===== src/rtl/pmu_tick_generator.sv =====
// Phase-accumulator tick generator: produces cycle-wrap and sample-boundary pulses,
// with phase-continuous frequency updates and a SYNC realignment input.
module pmu_tick_generator #(
   parameter int ACC_WIDTH   = 32,
   parameter int SPC_LOG2    = 6,
   parameter int DEFAULT_INC = 65536
) (
   input  logic                 CLK,
   input  logic                 nRST,
   input  logic                 ENABLE,
   input  logic                 SYNC,
   input  logic [ACC_WIDTH-1:0] FREQ_WORD,
   input  logic                 FREQ_VALID,
   output logic                 FREQ_READY,
   output logic                 FREQ_ERR,
   output logic                 CYCLE_PULSE,
   output logic                 SAMPLE_PULSE,
   output logic [SPC_LOG2-1:0]  SAMPLE_INDEX,
   output logic [ACC_WIDTH-1:0] PHASE
);

   typedef enum logic [0:0] {
      IDLE    = 1'b0,
      PENDING = 1'b1
   } upd_state_t;

   // Largest increment that still advances the sample index by at most one per clock
   localparam logic [ACC_WIDTH-1:0] MAX_INC   = {{SPC_LOG2{1'b0}}, {(ACC_WIDTH-SPC_LOG2){1'b1}}};
   localparam logic [ACC_WIDTH-1:0] RESET_INC = ACC_WIDTH'(DEFAULT_INC);
   localparam logic [ACC_WIDTH-1:0] ZERO_WORD = {ACC_WIDTH{1'b0}};

   upd_state_t           state_r, state_s;
   logic [ACC_WIDTH-1:0] acc_r, acc_s;
   logic [ACC_WIDTH-1:0] inc_r, inc_s;
   logic [ACC_WIDTH-1:0] pend_r, pend_s;
   logic                 cycle_r, cycle_s;
   logic                 sample_r, sample_s;
   logic                 err_r, err_s;
   logic                 ready_r, ready_s;
   logic [ACC_WIDTH:0]   sum_s;
   logic                 accept_s;
   logic                 word_ok_s;

   // Next-state: accumulator, increment, update FSM and pulse outputs
   always_comb begin
      state_s   = state_r;
      acc_s     = acc_r;
      inc_s     = inc_r;
      pend_s    = pend_r;
      cycle_s   = 1'b0;
      sample_s  = 1'b0;
      err_s     = 1'b0;
      sum_s     = {1'b0, acc_r} + {1'b0, inc_r};
      accept_s  = FREQ_VALID && (state_r == IDLE);
      word_ok_s = (FREQ_WORD != ZERO_WORD) && (FREQ_WORD <= MAX_INC);

      if (SYNC) begin
         acc_s    = ZERO_WORD;
         cycle_s  = ENABLE;
         sample_s = ENABLE;
         state_s  = IDLE;
         err_s    = accept_s && !word_ok_s;
         // A word arriving with SYNC wins over an older pending one
         if (accept_s && word_ok_s) begin
            inc_s = FREQ_WORD;
         end else if (state_r == PENDING) begin
            inc_s = pend_r;
         end else begin
            inc_s = inc_r;
         end
      end else begin
         if (ENABLE) begin
            acc_s    = sum_s[ACC_WIDTH-1:0];
            cycle_s  = sum_s[ACC_WIDTH];
            sample_s = sum_s[ACC_WIDTH-1 -: SPC_LOG2] != acc_r[ACC_WIDTH-1 -: SPC_LOG2];
         end else begin
            acc_s = acc_r;
         end

         case (state_r)
            IDLE: begin
               if (accept_s) begin
                  if (word_ok_s) begin
                     pend_s  = FREQ_WORD;
                     state_s = PENDING;
                  end else begin
                     err_s = 1'b1;
                  end
               end else begin
                  state_s = IDLE;
               end
            end
            PENDING: begin
               // Swap increments only at the wrap so the phase stays continuous
               if (ENABLE && sum_s[ACC_WIDTH]) begin
                  inc_s   = pend_r;
                  state_s = IDLE;
               end else begin
                  state_s = PENDING;
               end
            end
            default: begin
               state_s = IDLE;
            end
         endcase
      end

      ready_s = (state_s == IDLE);
   end

   // State and output registers
   always_ff @(posedge CLK or negedge nRST) begin
      if (!nRST) begin
         state_r  <= IDLE;
         acc_r    <= ZERO_WORD;
         inc_r    <= RESET_INC;
         pend_r   <= ZERO_WORD;
         cycle_r  <= 1'b0;
         sample_r <= 1'b0;
         err_r    <= 1'b0;
         ready_r  <= 1'b1;
      end else begin
         state_r  <= state_s;
         acc_r    <= acc_s;
         inc_r    <= inc_s;
         pend_r   <= pend_s;
         cycle_r  <= cycle_s;
         sample_r <= sample_s;
         err_r    <= err_s;
         ready_r  <= ready_s;
      end
   end

   assign FREQ_READY   = ready_r;
   assign FREQ_ERR     = err_r;
   assign CYCLE_PULSE  = cycle_r;
   assign SAMPLE_PULSE = sample_r;
   assign SAMPLE_INDEX = acc_r[ACC_WIDTH-1 -: SPC_LOG2];
   assign PHASE        = acc_r;

endmodule


===== config.mk =====
export PLATFORM = sky130hd
export DESIGN_NAME = pmu_tick_generator
export DESIGN_NICKNAME = d
export VERILOG_FILES = /design/src/rtl/pmu_tick_generator.sv
export SDC_FILE = /design/constraint.sdc
export NUM_CORES = 1
export LEC_CHECK = 0
export CORE_MARGIN = 2
export CORE_UTILIZATION = 51
export DETAILED_ROUTE_END_ITERATION = 10
export HOLD_SLACK_MARGIN = 0.06
export PLACE_DENSITY_LB_ADDON = 0.12
export SLEW_MARGIN = 5
export SYNTH_ARGS = -nofsm -noshare
export SYNTH_HDL_FRONTEND = slang
export SYNTH_SLANG_ARGS = --single-unit

===== constraint.sdc =====
create_clock -name CLK -period 2.75 [get_ports CLK]
set_input_delay 0.55 -clock CLK [delete_from_list [all_inputs] [get_ports CLK]]
set_output_delay 0.55 -clock CLK [all_outputs]
set_load 0.005 [all_outputs]

==> results.yml <==
run_status:
  status: "finished with violations"
  violations: "setup timing"
floorplan:
  chipHeight_um: 113
  fp-row-count: 39
  core_sq_mm: 0.0115
  pin_count: 79
  die-area_sq_mm: 0.0127
  die_width_um: 113
  start_util: 0.527
detailed_routing:
  drc: 0
  wl_per_cell_um: 19.2
  dr.pass1.iters: 5
  via_count: 5533
  drt_iter0_drc: 371
  routed_wl_um: 18300
  vias_per_cell: 5.78
  final_antenna_net_count: 0
yosys:
  synth.area.mux_share: 0.122
  yosys.area.top_type: "dfrtp_1"
  synth.area.top_cells: "dfrtp_1, mux2i_1, ha_1, mux2_2, nand2_1"
  syn_inst: 619
  ys_types: 60
  synth-xor-area-share: 0.0487
  synth-adder-area-share: 0.0696
  synth_top_area_share: 0.410
  synth_area_per_cell_sq_um: 9.76
  synth_compound_area_frac: 0.168
  synth_edf_count: 0
  syn_area_sq_mm: 0.00604
  ys_ff_latch: 101
  synth.most_common_cell: "dfrtp_1"
  synth_seq_area_share: 0.419
  synth_top_family_by_area: "compound AO/OA/AOI/OAI gates"
  synthFlopType: "dfrtp_1"
  synthSimpleGateAreaFrac: 0.142
  synthTopCellsByCount: "dfrtp_1, nand2_1, nor2_1, mux2i_1, o21ai_0"
  ys_warn_count: 0
  async_flop_share: 1.00
  synth_nets: 689
sta:
  skew_ns: 0.00818
  period_needed_ns: 2.78
  tightest_slew_ns: 0.556
  fmax_ghz: 0.360
  rsz0062_at_grt: "true"
  layout_setup_ws_ns: -0.0294
  period_share: 1.01
  slew_headroom: 0.630
  hold_violations: 0
  slew_viol_final: 0
  finalSetupViolations: 8
place:
  dp_slack_ns: -0.290
  gp_congestion: 0.946
  port_buffers: 78
  dpl.hpwl_um: 12300
  post_dp_cell_area_sq_mm: 0.00774
  dp.cells: 919
critical_path:
  crit_cells: 12
  cp_top_family: "compound AO/OA/AOI/OAI gates"
  crit_path_start_kind: "flop"
  rr_worst_depth: 12
  crit_slowest_cell: "dfrtp_1"
  path_cells: "ha_4 > and4_4 > and3_4 > a21o_1 > nor4b_4 > o31ai_2 > a21o_1 > a31oi_4 > buf_6 > clkbuf_16 > nand2_1 > o21ai_1"
  crit_arrival_ns: 3.06
  path_common_cell: "a21o_1"
  path_buf_inv: 2
  rr_startpoint: "PHASE[15]$_DFFE_PN0P_"
  worstPathMaxFanout: 8
  path_class: "flop to flop"
  max_stage_delay_ns: 0.44
  endpoint_kind: "flop"
  critical_path_required_ns: 3.03
  startpoint: "PHASE[15]$_DFFE_PN0P_"
power:
  switching_power_mw: 0.852
  p_int_mw: 2.40
  sequentialPowerShare: 0.487
  switching_share: 0.262
  power.density_mw_per_mm2: 372
  p_comb_frac: 0.134
  clkPwrFrac: 0.379
  p_leak_nw: 4.35
  peakVddDrop_uv: 452
clock_tree:
  clk_latency_ns: 0.35
  clk_pin_slew_ns: 0.07
  cts.htree.levels: 3
  cts_tree: "built"
  cts_sinks: 101
  cts_root_buf: "clkbuf_16"
  cts-buffers-inserted: 9
  cts.path.max_buffers: 2
grt:
  grt_pass1_vias: 5364
  grt_max_degree: 102
  grt_antenna_before_repair: 0
  grt_pass1_wl_um: 27800
  grt-ovfl-total: 0
  grt_util_all_layers: 0.279
final_layout:
  layout-drive-gt1-share: 0.321
  final_util: 0.763
  finalNetCount: 879
  finalNonFillerCells: 957
  syn2layout_area_growth_pct: 44.8
  diodes: 0
  fin_area_sq_mm: 0.00875
job:
  timing.max_cap.violations: 0
worst_hold_path:
  worstHoldPathType: "input port to async pin"
[layout make-up]
type	count	area (sq um)
clock buffer	11	233
clock inverter	5	45.0
fill	781	2710
inverter	7	26.3
multi-input combinational	476	3780
sequential	101	2530
tap	143	179
timing repair buffer	214	1950
[sequential cells by signal, summed over array words and instances, names as in the netlist]
| name | flops |
|---|---|
| state_r | 1 |
| PHASE | 32 |
| FREQ_READY | 1 |
| inc_r | 32 |
| SAMPLE_PULSE | 1 |
| FREQ_ERR | 1 |
| CYCLE_PULSE | 1 |
| pend_r | 32 |
[stage by stage]
stage	power (mW)	hold slack, ns	setup TNS, ns
6_report	3.25	0.245	-0.0753
2_1_floorplan	1.77	0.254	0
5_1_grt	3.36	0.295	-3.56
4_1_cts	3.23	0.279	-0.000123
3_5_place_dp	2.01	0.471	-14.76
3_3_place_gp	1.99	0.470	-8.46
[layer usage]
layer  global-route usage  vias to the layer above  share of wire
li1                     -                     2614              -
met1                0.389                     2714           0.45
met2                0.453                      181           0.48
met3               0.0498                       24          0.055
met4               0.0756                        0          0.016
met5                    0                        -              0
[logic make-up after synthesis]
| group | after synthesis |
|---|---|
| multiplexers | 70 |
| AND/OR/NAND/NOR | 183 |
| XOR/XNOR | 32 |
| adder cells (fa/ha/maj) | 33 |
| flip-flops | 101 |
| buffers and inverters | 42 |
| AO/OA/AOI/OAI | 158 |
[what timing repair did]
| item | in CTS | in global routing |
|---|---|---|
| buffers inserted | 4 | 13 |
| hold buffers | 0 | 0 |
| endpoints found under the hold margin | 0 | 0 |
| gates cloned | 3 | 2 |
| pin swaps | 9 | 36 |
| endpoints found under the setup margin | 39 | 41 |
| gates resized for setup | 24 | 96 |
[placed cells by master (no fill, tap or decap), drive strengths merged, types with 3 or more instances in the layout]
cell type / Yosys / final
inv: 7 / 9
nor2: 50 / 50
o21bai: 5 / 5
nor2b: 3 / 3
o211ai: 5 / 5
o21ai: 47 / 47
and3: 6 / 6
xor2: 10 / 10
a211oi: 10 / 10
nand2: 66 / 66
mux2i: 43 / 43
buf: 16 / 136
clkbuf: 19 / 13
mux2: 27 / 27
nand2b: 9 / 9
o21a: 4 / 4
clkdlybuf4s50: 0 / 76
nor3: 5 / 5
a21o: 20 / 20
a21oi: 36 / 36
ha: 32 / 32
xnor2: 21 / 21
a31oi: 7 / 7
a211o: 3 / 3
and2: 7 / 7
nand4: 3 / 3
nor4: 8 / 8
nand3: 10 / 10
dfrtp: 99 / 99
or3: 6 / 6
[path summary, 6_finish.rpt]
kind,endpoint,slack (ns)
worst max-delay path,inc_r[7]$_DFFE_PN0P_,-0.03
worst min-delay path,PHASE[8]$_DFFE_PN0P_,0.24
worst max register to register,inc_r[7]$_DFFE_PN0P_,-0.03
worst min register to register,pend_r[28]$_DFFE_PN0P_,0.49
max in group asynchronous,inc_r[21]$_DFFE_PN0P_,2.04
min in group CLK,pend_r[28]$_DFFE_PN0P_,0.49
[power groups by stage]
| stage | Combinational (mW) | Sequential, mW | Clock, mW |
|---|---|---|---|
| 3_3_place_gp | 0.387 | 1.60 | 0 |
| 4_1_cts | 0.408 | 1.58 | 1.24 |
| 5_1_grt | 0.473 | 1.59 | 1.30 |
| 6_report | 0.436 | 1.59 | 1.23 |
| 3_5_place_dp | 0.397 | 1.61 | 0 |
| 2_1_floorplan | 0.172 | 1.60 | 0 |
Note: power is estimated with default switching activity, not from simulation.
